[src/rtl/imem_arb_pkg.sv]
// rtl/imem_arb_pkg.sv - shared types and defaults for the instruction-memory fetch arbiter
package imem_arb_pkg;

  typedef enum logic [1:0] {
    IDLE = 2'd0,
    WAIT = 2'd1,
    RESP = 2'd2
  } state_e;

  typedef enum logic {
    PORT_CPU = 1'b0,
    PORT_DBG = 1'b1
  } port_e;

  localparam logic [31:0] DEFAULT_BASE_ADDR = 32'h0040_0000;

endpackage

[src/rtl/imem_fetch_arb_if.sv]
// rtl/imem_fetch_arb_if.sv - one requester's read handshake into the fetch arbiter
interface imem_fetch_arb_if;
  logic        req;
  logic [31:0] addr;
  logic        gnt;
  logic        rvalid;
  logic [31:0] rdata;
  logic        err;

  modport master (output req, addr, input gnt, rvalid, rdata, err);
  modport slave  (input req, addr, output gnt, rvalid, rdata, err);
endinterface

[src/rtl/imem_addr_xlate.sv]
// rtl/imem_addr_xlate.sv - byte address to ROM word index with range/alignment check
module imem_addr_xlate
  import imem_arb_pkg::*;
#(
  parameter logic [31:0] BASE_ADDR = DEFAULT_BASE_ADDR,
  parameter int          AW        = 11
) (
  input  logic [31:0]   addr,
  output logic [AW-1:0] index,
  output logic          err
);

  logic [31:0] off;

  // off wraps for addresses below BASE_ADDR, hence the explicit compare
  assign off   = addr - BASE_ADDR;
  assign index = off[AW+1:2];
  assign err   = (addr < BASE_ADDR) || (addr[1:0] != 2'b00) || ((off >> (AW + 2)) != 32'd0);

endmodule

[src/rtl/imem_fetch_arb.sv]
// rtl/imem_fetch_arb.sv - arbitrates CPU fetch and debug read-back onto one ROM read port
module imem_fetch_arb
  import imem_arb_pkg::*;
#(
  parameter logic [31:0] BASE_ADDR = DEFAULT_BASE_ADDR,
  parameter int          AW        = 11,
  parameter int          MEM_LAT   = 1,
  parameter int          CPU_PRIO  = 0
) (
  input  logic          clk,
  input  logic          rst_n,
  imem_fetch_arb_if.slave cpu,
  imem_fetch_arb_if.slave dbg,
  output logic [AW-1:0] mem_a,
  output logic          mem_en,
  input  logic [31:0]   mem_q,
  output logic          busy
);

  localparam logic [1:0] LAT = 2'(MEM_LAT);

  state_e        state;
  port_e         port_r;
  port_e         last_r;
  port_e         win;
  logic [1:0]    cnt;
  logic [AW-1:0] idx_r;
  logic          err_r;
  logic [AW-1:0] x_index;
  logic          x_err;
  logic [31:0]   win_addr;
  logic [31:0]   cap_data;
  logic          grant_ok;
  logic [31:0]   cpu_rdata_r;
  logic [31:0]   dbg_rdata_r;
  logic          cpu_rvalid_r;
  logic          dbg_rvalid_r;
  logic          cpu_err_r;
  logic          dbg_err_r;

  // CPU wins a tie under fixed priority or when debug held the last grant
  assign win = (cpu.req && (!dbg.req || CPU_PRIO != 0 || last_r == PORT_DBG)) ? PORT_CPU : PORT_DBG;
  assign win_addr = (win == PORT_CPU) ? cpu.addr : dbg.addr;
  assign grant_ok = rst_n && (state == IDLE) && (cpu.req || dbg.req);

  imem_addr_xlate #(
    .BASE_ADDR(BASE_ADDR),
    .AW       (AW)
  ) u_xlate (
    .addr (win_addr),
    .index(x_index),
    .err  (x_err)
  );

  assign cap_data = err_r ? 32'd0 : mem_q;

  always_ff @(posedge clk or negedge rst_n) begin
    if (!rst_n) begin
      state        <= IDLE;
      port_r       <= PORT_CPU;
      last_r       <= PORT_DBG;
      cnt          <= 2'd0;
      idx_r        <= '0;
      err_r        <= 1'b0;
      cpu_rdata_r  <= 32'd0;
      dbg_rdata_r  <= 32'd0;
      cpu_rvalid_r <= 1'b0;
      dbg_rvalid_r <= 1'b0;
      cpu_err_r    <= 1'b0;
      dbg_err_r    <= 1'b0;
    end else begin
      cpu_rvalid_r <= 1'b0;
      dbg_rvalid_r <= 1'b0;
      cpu_err_r    <= 1'b0;
      dbg_err_r    <= 1'b0;
      case (state)
        IDLE: begin
          if (grant_ok) begin
            port_r <= win;
            last_r <= win;
            idx_r  <= x_index;
            err_r  <= x_err;
            cnt    <= 2'd0;
            state  <= WAIT;
          end
        end
        WAIT: begin
          if (cnt == LAT) begin
            if (port_r == PORT_CPU) begin
              cpu_rdata_r  <= cap_data;
              cpu_rvalid_r <= 1'b1;
              cpu_err_r    <= err_r;
            end else begin
              dbg_rdata_r  <= cap_data;
              dbg_rvalid_r <= 1'b1;
              dbg_err_r    <= err_r;
            end
            state <= RESP;
          end else begin
            cnt <= cnt + 2'd1;
          end
        end
        RESP: state <= IDLE;
        default: state <= IDLE;
      endcase
    end
  end

  assign cpu.gnt    = grant_ok && (win == PORT_CPU);
  assign dbg.gnt    = grant_ok && (win == PORT_DBG);
  assign cpu.rvalid = cpu_rvalid_r;
  assign dbg.rvalid = dbg_rvalid_r;
  assign cpu.rdata  = cpu_rdata_r;
  assign dbg.rdata  = dbg_rdata_r;
  assign cpu.err    = cpu_err_r;
  assign dbg.err    = dbg_err_r;
  assign mem_a      = idx_r;
  assign mem_en     = (state == WAIT) && !err_r;
  assign busy       = (state != IDLE);

endmodule

[src/flat_wrapper.sv]
// flat-port wrapper written by rule: the top's interface ports become plain ports
module imem_fetch_arb_flat import imem_arb_pkg::*;
#(
  parameter logic [31:0] BASE_ADDR = DEFAULT_BASE_ADDR,
  parameter int          AW        = 11,
  parameter int          MEM_LAT   = 1,
  parameter int          CPU_PRIO  = 0
)
  (clk, rst_n, mem_a, mem_en, mem_q, busy, cpu_req, cpu_addr, cpu_gnt, cpu_rvalid, cpu_rdata, cpu_err, dbg_req, dbg_addr, dbg_gnt, dbg_rvalid, dbg_rdata, dbg_err);
  imem_fetch_arb_if cpu_i ();
  imem_fetch_arb_if dbg_i ();
  input  logic clk;
  input  logic rst_n;
  output logic [AW-1:0] mem_a;
  output logic mem_en;
  input  logic [31:0] mem_q;
  output logic busy;
  input wire logic [$bits(cpu_i.req)-1:0] cpu_req;
  input wire logic [$bits(cpu_i.addr)-1:0] cpu_addr;
  output wire logic [$bits(cpu_i.gnt)-1:0] cpu_gnt;
  output wire logic [$bits(cpu_i.rvalid)-1:0] cpu_rvalid;
  output wire logic [$bits(cpu_i.rdata)-1:0] cpu_rdata;
  output wire logic [$bits(cpu_i.err)-1:0] cpu_err;
  input wire logic [$bits(dbg_i.req)-1:0] dbg_req;
  input wire logic [$bits(dbg_i.addr)-1:0] dbg_addr;
  output wire logic [$bits(dbg_i.gnt)-1:0] dbg_gnt;
  output wire logic [$bits(dbg_i.rvalid)-1:0] dbg_rvalid;
  output wire logic [$bits(dbg_i.rdata)-1:0] dbg_rdata;
  output wire logic [$bits(dbg_i.err)-1:0] dbg_err;
  assign cpu_i.req = cpu_req;
  assign cpu_i.addr = cpu_addr;
  assign cpu_gnt = cpu_i.gnt;
  assign cpu_rvalid = cpu_i.rvalid;
  assign cpu_rdata = cpu_i.rdata;
  assign cpu_err = cpu_i.err;
  assign dbg_i.req = dbg_req;
  assign dbg_i.addr = dbg_addr;
  assign dbg_gnt = dbg_i.gnt;
  assign dbg_rvalid = dbg_i.rvalid;
  assign dbg_rdata = dbg_i.rdata;
  assign dbg_err = dbg_i.err;
  imem_fetch_arb #(.BASE_ADDR(BASE_ADDR), .AW(AW), .MEM_LAT(MEM_LAT), .CPU_PRIO(CPU_PRIO)) u_core (.clk(clk), .rst_n(rst_n), .cpu(cpu_i), .dbg(dbg_i), .mem_a(mem_a), .mem_en(mem_en), .mem_q(mem_q), .busy(busy));
endmodule
[config.mk]
export PLATFORM = sky130hd
export DESIGN_NAME = imem_fetch_arb_flat
export DESIGN_NICKNAME = d
export VERILOG_FILES = /design/src/rtl/imem_arb_pkg.sv /design/src/rtl/imem_fetch_arb_if.sv /design/src/rtl/imem_addr_xlate.sv /design/src/rtl/imem_fetch_arb.sv /design/src/flat_wrapper.sv
export SDC_FILE = /design/constraint.sdc
export NUM_CORES = 1
export LEC_CHECK = 0
export CORE_ASPECT_RATIO = 1.75
export CORE_MARGIN = 5
export CORE_UTILIZATION = 41
export DETAILED_ROUTE_END_ITERATION = 10
export PLACE_DENSITY = 0.86
export SYNTH_ARGS = -nofsm -noshare
export SYNTH_HDL_FRONTEND = slang
export SYNTH_SLANG_ARGS = --single-unit
[constraint.sdc]
create_clock -name clk -period 3.95 [get_ports clk]
set_clock_uncertainty 0.2 [all_clocks]
set_input_delay 0.9875 -clock clk [delete_from_list [all_inputs] [get_ports clk]]
set_output_delay 0.9875 -clock clk [all_outputs]
set_load 0.02 [all_outputs]
=== Word-level counts from Yosys, hierarchy flattened ===
Index checks and enable logic that the tools add are counted.

* Register bits after elaboration: 86
* Bits of input ports: 100
* Output and inout bits: 83
* Logic and storage cells: 64

* Add/sub/neg operators: 2
* Order comparisons: 1
* Equal/unequal tests: 5
* Mux-type cells: 21
* Bitwise operators: 1
* Reduce and logical (&&, ||, !) cells: 22

{| class="wikitable"
|+ Operator list
! kind !! count
|-
| 32-bit two-way mux || 2
|-
| 32-bit by 23-bit less-than comparator with 1-bit output (second input constant) || 1
|-
| 32-bit nonzero test || 1
|-
| 32-bit by 23-bit subtractor with 32-bit output (second input constant) || 1
|-
| 1-bit two-way mux || 13
|-
| 3-bit AND reduction || 3
|-
| 2-bit two-way mux || 4
|-
| 2-bit one-hot mux with 2 select lines || 2
|-
| 1-bit logical AND || 6
|-
| 2-bit nonzero test || 3
|-
| 2-bit by 1-bit == test with 1-bit output (second input constant) || 2
|-
| 1-bit logical OR || 4
|-
| 2-bit by 1-bit != test with 1-bit output (second input constant) || 2
|-
| 2-bit AND reduction || 2
|-
| 2-bit by 1-bit adder with 2-bit output (second input constant) || 1
|-
| 1-bit zero test || 2
|-
| 2-bit zero test || 1
|-
| 2-bit != test (second input constant) || 1
|-
| 1-bit NOT || 1
|}

=== Longest topological paths before layout ===
* Depth after elaboration: 7
* Depth in mapped cells: 10
* Depth with buffers taken out: 8

=== Hierarchy ===
From an unflattened synthesis, not the netlist that was laid out.

* Cells, all modules: 363
* Area total of the unflattened synthesis: 3828.7 um^2

{| class="wikitable"
|+ Modules (own cells, without submodules)
! module !! times used !! cells each !! area each (um^2) !! seq. area each (um^2)
|-
| imem_fetch_arb || 1 || 339 || 3653.5 || 2153.3
|-
| imem_addr_xlate || 1 || 24 || 175.2 || 0.0
|}

=== Least setup slack after synthesis ===
No wires, ideal clock.

* Kind: in2out
* Start point: input dbg_req
* End point: output cpu_gnt
* Arrival: 1941 ps
* Required time: 2763 ps
* Setup slack: 821 ps
* Stages on the path: 5
* Path buffers: 2
* Cells stage by stage: nand2b_1 > clkbuf_1 > nand2_2 > buf_4 > nor2_1

* Word-level cells in the longest chain between the ends: 4
* Elaborated cells on any way between the ends: 6
* Classes of those cells: reduce/logical: 6

{| class="wikitable"
|+ RTL lines
! item !! RTL line !! RTL
|-
| start, declared || flat_wrapper.sv:24 || <nowiki>input wire logic [$bits(dbg_i.req)-1:0] dbg_req;</nowiki>
|-
| 1-bit zero test || imem_fetch_arb.sv:42 || <nowiki>assign win = (cpu.req && (!dbg.req || CPU_PRIO != 0 || last_r == PORT_DBG)) ? PORT_CPU : PORT_DBG;</nowiki>
|-
| 1-bit logical OR || imem_fetch_arb.sv:42 ||
|-
| 1-bit logical AND || imem_fetch_arb.sv:42 ||
|-
| 1-bit logical AND * || imem_fetch_arb.sv:109 || <nowiki>assign cpu.gnt = grant_ok && (win == PORT_CPU);</nowiki>
|-
| end, declared || flat_wrapper.sv:20 || <nowiki>output wire logic [$bits(cpu_i.gnt)-1:0] cpu_gnt;</nowiki>
|}

Mark *: on every way between the ends. The rest lies on a longest branch, timed or not.

=== Worst setup path after layout ===
* Start point: input cpu_req
* End point: output cpu_gnt

* Word-level cells in the longest chain between the ends: 3
* Elaborated cells on any way between the ends: 4
* Classes of those cells: reduce/logical: 4

{| class="wikitable"
|+ RTL lines
! item !! RTL line !! RTL
|-
| start, declared || flat_wrapper.sv:18 || <nowiki>input wire logic [$bits(cpu_i.req)-1:0] cpu_req;</nowiki>
|-
| 1-bit logical OR || imem_fetch_arb.sv:44 || <nowiki>assign grant_ok = rst_n && (state == IDLE) && (cpu.req || dbg.req);</nowiki>
|-
| 1-bit logical AND || imem_fetch_arb.sv:44 ||
|-
| 1-bit logical AND * || imem_fetch_arb.sv:109 ||
|}

Marks and branches as above.

==> results.sh <==
export IMPL_grt_use_total=0.203
export IMPL_fin_cells=651
export IMPL_area_growth_pct=63.0
export IMPL_synthCells=358
export IMPL_post_route_min_period_ns=3.75
export IMPL_final_common_cell="clkdlybuf4s50_1"
export IMPL_whs_path_depth=2
export IMPL_leakagePower_nw=2.42
export IMPL_reg2regPathDepth=9
export IMPL_crit_path_max_fanout=4
export IMPL_synth_seq_cells=86
export IMPL_critical_path_class="in -> out"
export IMPL_worstPathCellList="clkdlybuf4s50_1 -> o211ai_1 -> nor2_1 -> clkdlybuf4s50_1"
export IMPL_cts_resized_gates=0
export IMPL_vias=3256
export IMPL_setup_viol=0
export IMPL_avgSynthCellArea_um2=9.78
export IMPL_clockBufferDepth=2
export IMPL_layout_common_cells="clkdlybuf4s50_1 (181), nand2_1 (99), dfrtp_1 (85), o21ai_0 (64), nor2_1 (21)"
export IMPL_cpMostUsedCell="clkdlybuf4s50_1"
export IMPL_dp_slack_ns=0.195
export IMPL_ir_drop_v=0.000317
export IMPL_synth_edf_count=0
export IMPL_cts_made_buffers=9
export IMPL_p_per_area_nw_per_um2=762
export IMPL_synth_top_cell_area_share=0.607
export IMPL_grt_pass1_vias=3468
export IMPL_io_pins=183
export IMPL_overflow=0
export IMPL_cts_sinks=86
export IMPL_avgViaCountPerCell=5.00
export IMPL_rsz0062_at_grt="false"
export IMPL_die_h_um=132
export IMPL_hold_viol_final=0
export IMPL_port_buffers=182
export IMPL_status="complete, no violations"
export IMPL_htreeDepth=3
export IMPL_dpl_instance_area_um2=5390
export IMPL_fillerInstances=633
export IMPL_cap_violations=0
export IMPL_multi_input_area_um2=1230
export IMPL_grt_busiest_layer="met2"
export IMPL_rr_startpoint="u_core.last_r$_DFFE_PN1P_"
export IMPL_post_route_drc_count=0
export IMPL_utilization=0.686
export IMPL_async_flop_share=1.00
export IMPL_die_area_um2=10600
export IMPL_placed_cells=635
export IMPL_crit_required_ns=2.76
export IMPL_grtUsageMet1=0.191
export IMPL_synthTopCellsByArea="dfrtp_1 (61%), nand2_1 (11%), o21ai_0 (9.1%), mux2i_1 (4.0%), nor2_1 (2.3%)"
export IMPL_num_antenna_cells=0
export IMPL_cpMaxStageDelayCell="clkdlybuf4s50_1"
export IMPL_fmax_mhz=267
export IMPL_synth_top_cell_by_area="dfrtp_1"
export IMPL_start_kind="input pin"
export IMPL_hp_start="u_core.cpu.rdata[13]$_DFFE_PN0P_"
export IMPL_clk_pin_slew_ns=0.05
export IMPL_slowest_delay_ns=0.65
export IMPL_final_area_um2=5710
export IMPL_dieWidth_um=79.9
export IMPL_finalCritPeriodShare=0.949
export IMPL_cts_root_buf="clkbuf_16"
export IMPL_maxSlewHeadroom=0.249
export IMPL_min_to="u_core.cpu.rdata[13]$_DFFE_PN0P_"
export IMPL_synthFlopType="dfrtp_1"
export IMPL_setup_reg_to_reg_worst_slack_ns=1.32
export IMPL_hold_class="reg -> reg"
export IMPL_final_nets=633
export IMPL_setup_slack_ns=0.201
export IMPL_drt_wl_total_um=10600
export IMPL_initial_core_util=0.421
export IMPL_gp_routability_congestion=0.794
export IMPL_drive_above_1_share=0.0429
export IMPL_worst_pin_slew_ns=1.13
export IMPL_crit_family="buffers and inverters"
export IMPL_ctsHoldBuffers=0
export IMPL_r2r_end="u_core.err_r$_DFFE_PN0P_"
export IMPL_first_pass_iters=4
export IMPL_cts_tree="built"
export IMPL_dp_final_hpwl_um=7930
export IMPL_yosysUniqueCellTypes=36
export IMPL_final_max_slew_viol_count=0
export IMPL_ys_seq_area_frac=0.615
export IMPL_regArea_um2=2150
export IMPL_cts_setup_buffers=0
export IMPL_arrival_ns=2.56
export IMPL_wl_per_cell_um=16.2
export IMPL_synth_warnings=0
export IMPL_coreArea_um2=8310
export IMPL_fin_setup_tns_ns=0
export IMPL_syn_area_um2=3500
export IMPL_grt_pass1_wl_um=16500
export IMPL_met2_usage=0.385
export IMPL_num_rows=44
export IMPL_drt_iter0_markers=121
export IMPL_synth_nets=460
export IMPL_final_antenna_net_count=0
export IMPL_cp_end_kind="primary output"
export IMPL_insertion_delay_ns=0.33
export IMPL_grt_max_degree=87
export IMPL_grtUsageMet3=0.0486
export IMPL_antenna_found_initial=0
export IMPL_crit_buf_inv=2
[registers in the layout, summed over array words and instances, names as in the netlist]
name and count:
u_core.err_r 1, u_core.cpu.err 1, u_core.cpu.rdata 32, u_core.state 2, u_core.dbg.rvalid 1, u_core.cnt 2
u_core.dbg.err 1, u_core.dbg.rdata 32, u_core.port_r 1, u_core.cpu.rvalid 1, u_core.last_r 1, u_core.mem_a 11
[cells in the mapped netlist (all sizes together) (3+ instances only)]
master	count
nor2	21
inv	5
nand2	101
o21ai	64
a21oi	13
clkbuf	10
dfrtp	85
buf	13
mux2i	14
nand2b	3
[worst reg2reg max path, cell delays in order, from the launching register on]
cell       delay (ns)
dfstp_2          0.53
nand2b_1         0.23
nand2_2          0.08
buf_4            0.22
mux2i_1          0.15
ha_1             0.30
nand4bb_1        0.10
a2111oi_0        0.35
a2bb2o_1         0.20
a41oi_1          0.11
[how the worst max path moves through the flow]
stage	from	to	slack, ns	cells past startpoint
floorplan	dbg_req	cpu_gnt	0.82	5
global placement	cpu_req	cpu_gnt	0.23	4
detailed placement	cpu_req	cpu_gnt	0.19	4
CTS	cpu_req	cpu_gnt	0.18	4
global route	dbg_req	cpu_gnt	0.09	5
finish	cpu_req	cpu_gnt	0.20	4
[layer usage]
metal | part of all wire | wire length, um
met1 | 0.33 | 3470
met2 | 0.56 | 5890
met3 | 0.074 | 783
met4 | 0.038 | 405
met5 | 0 | 0
[area by class of cell]
cell class	count	share of cell area
sequential	86	0.377
timing repair buffer	185	0.323
multi-input combinational	243	0.215
clock buffer	12	0.0432
tap	115	0.0252
clock inverter	4	0.0123
inverter	6	0.00395
[logic make-up (layout without fill, tap and decap cells)]
family	count (synthesis)	in the layout	synth area share
DFF	86	86	0.615
buffers and inverters	29	207	0.0357
and+or+nand+nor	140	140	0.168
AOI/OAI and AO/OA	87	87	0.135
muxes	14	14	0.0400
adders and majority gates	2	2	0.00714
[stage by stage]
| step | power, W | hold WS (ns) |
|---|---|---|
| 2_1_floorplan | 0.00242 | 0.257 |
| 3_3_place_gp | 0.00341 | 0.263 |
| 3_5_place_dp | 0.00349 | 0.271 |
| 4_1_cts | 0.00440 | 0.284 |
| 5_1_grt | 0.00459 | 0.310 |
| 6_report | 0.00435 | 0.276 |
[report_power, final]
part	switching (W)	internal (W)	total, W
combinational	0.00105	0.000909	0.00196
sequential	0.000222	0.00128	0.00151
clock	0.000316	0.000569	0.000885
total	0.00159	0.00276	0.00435
Note: power is estimated with default switching activity, not from simulation.
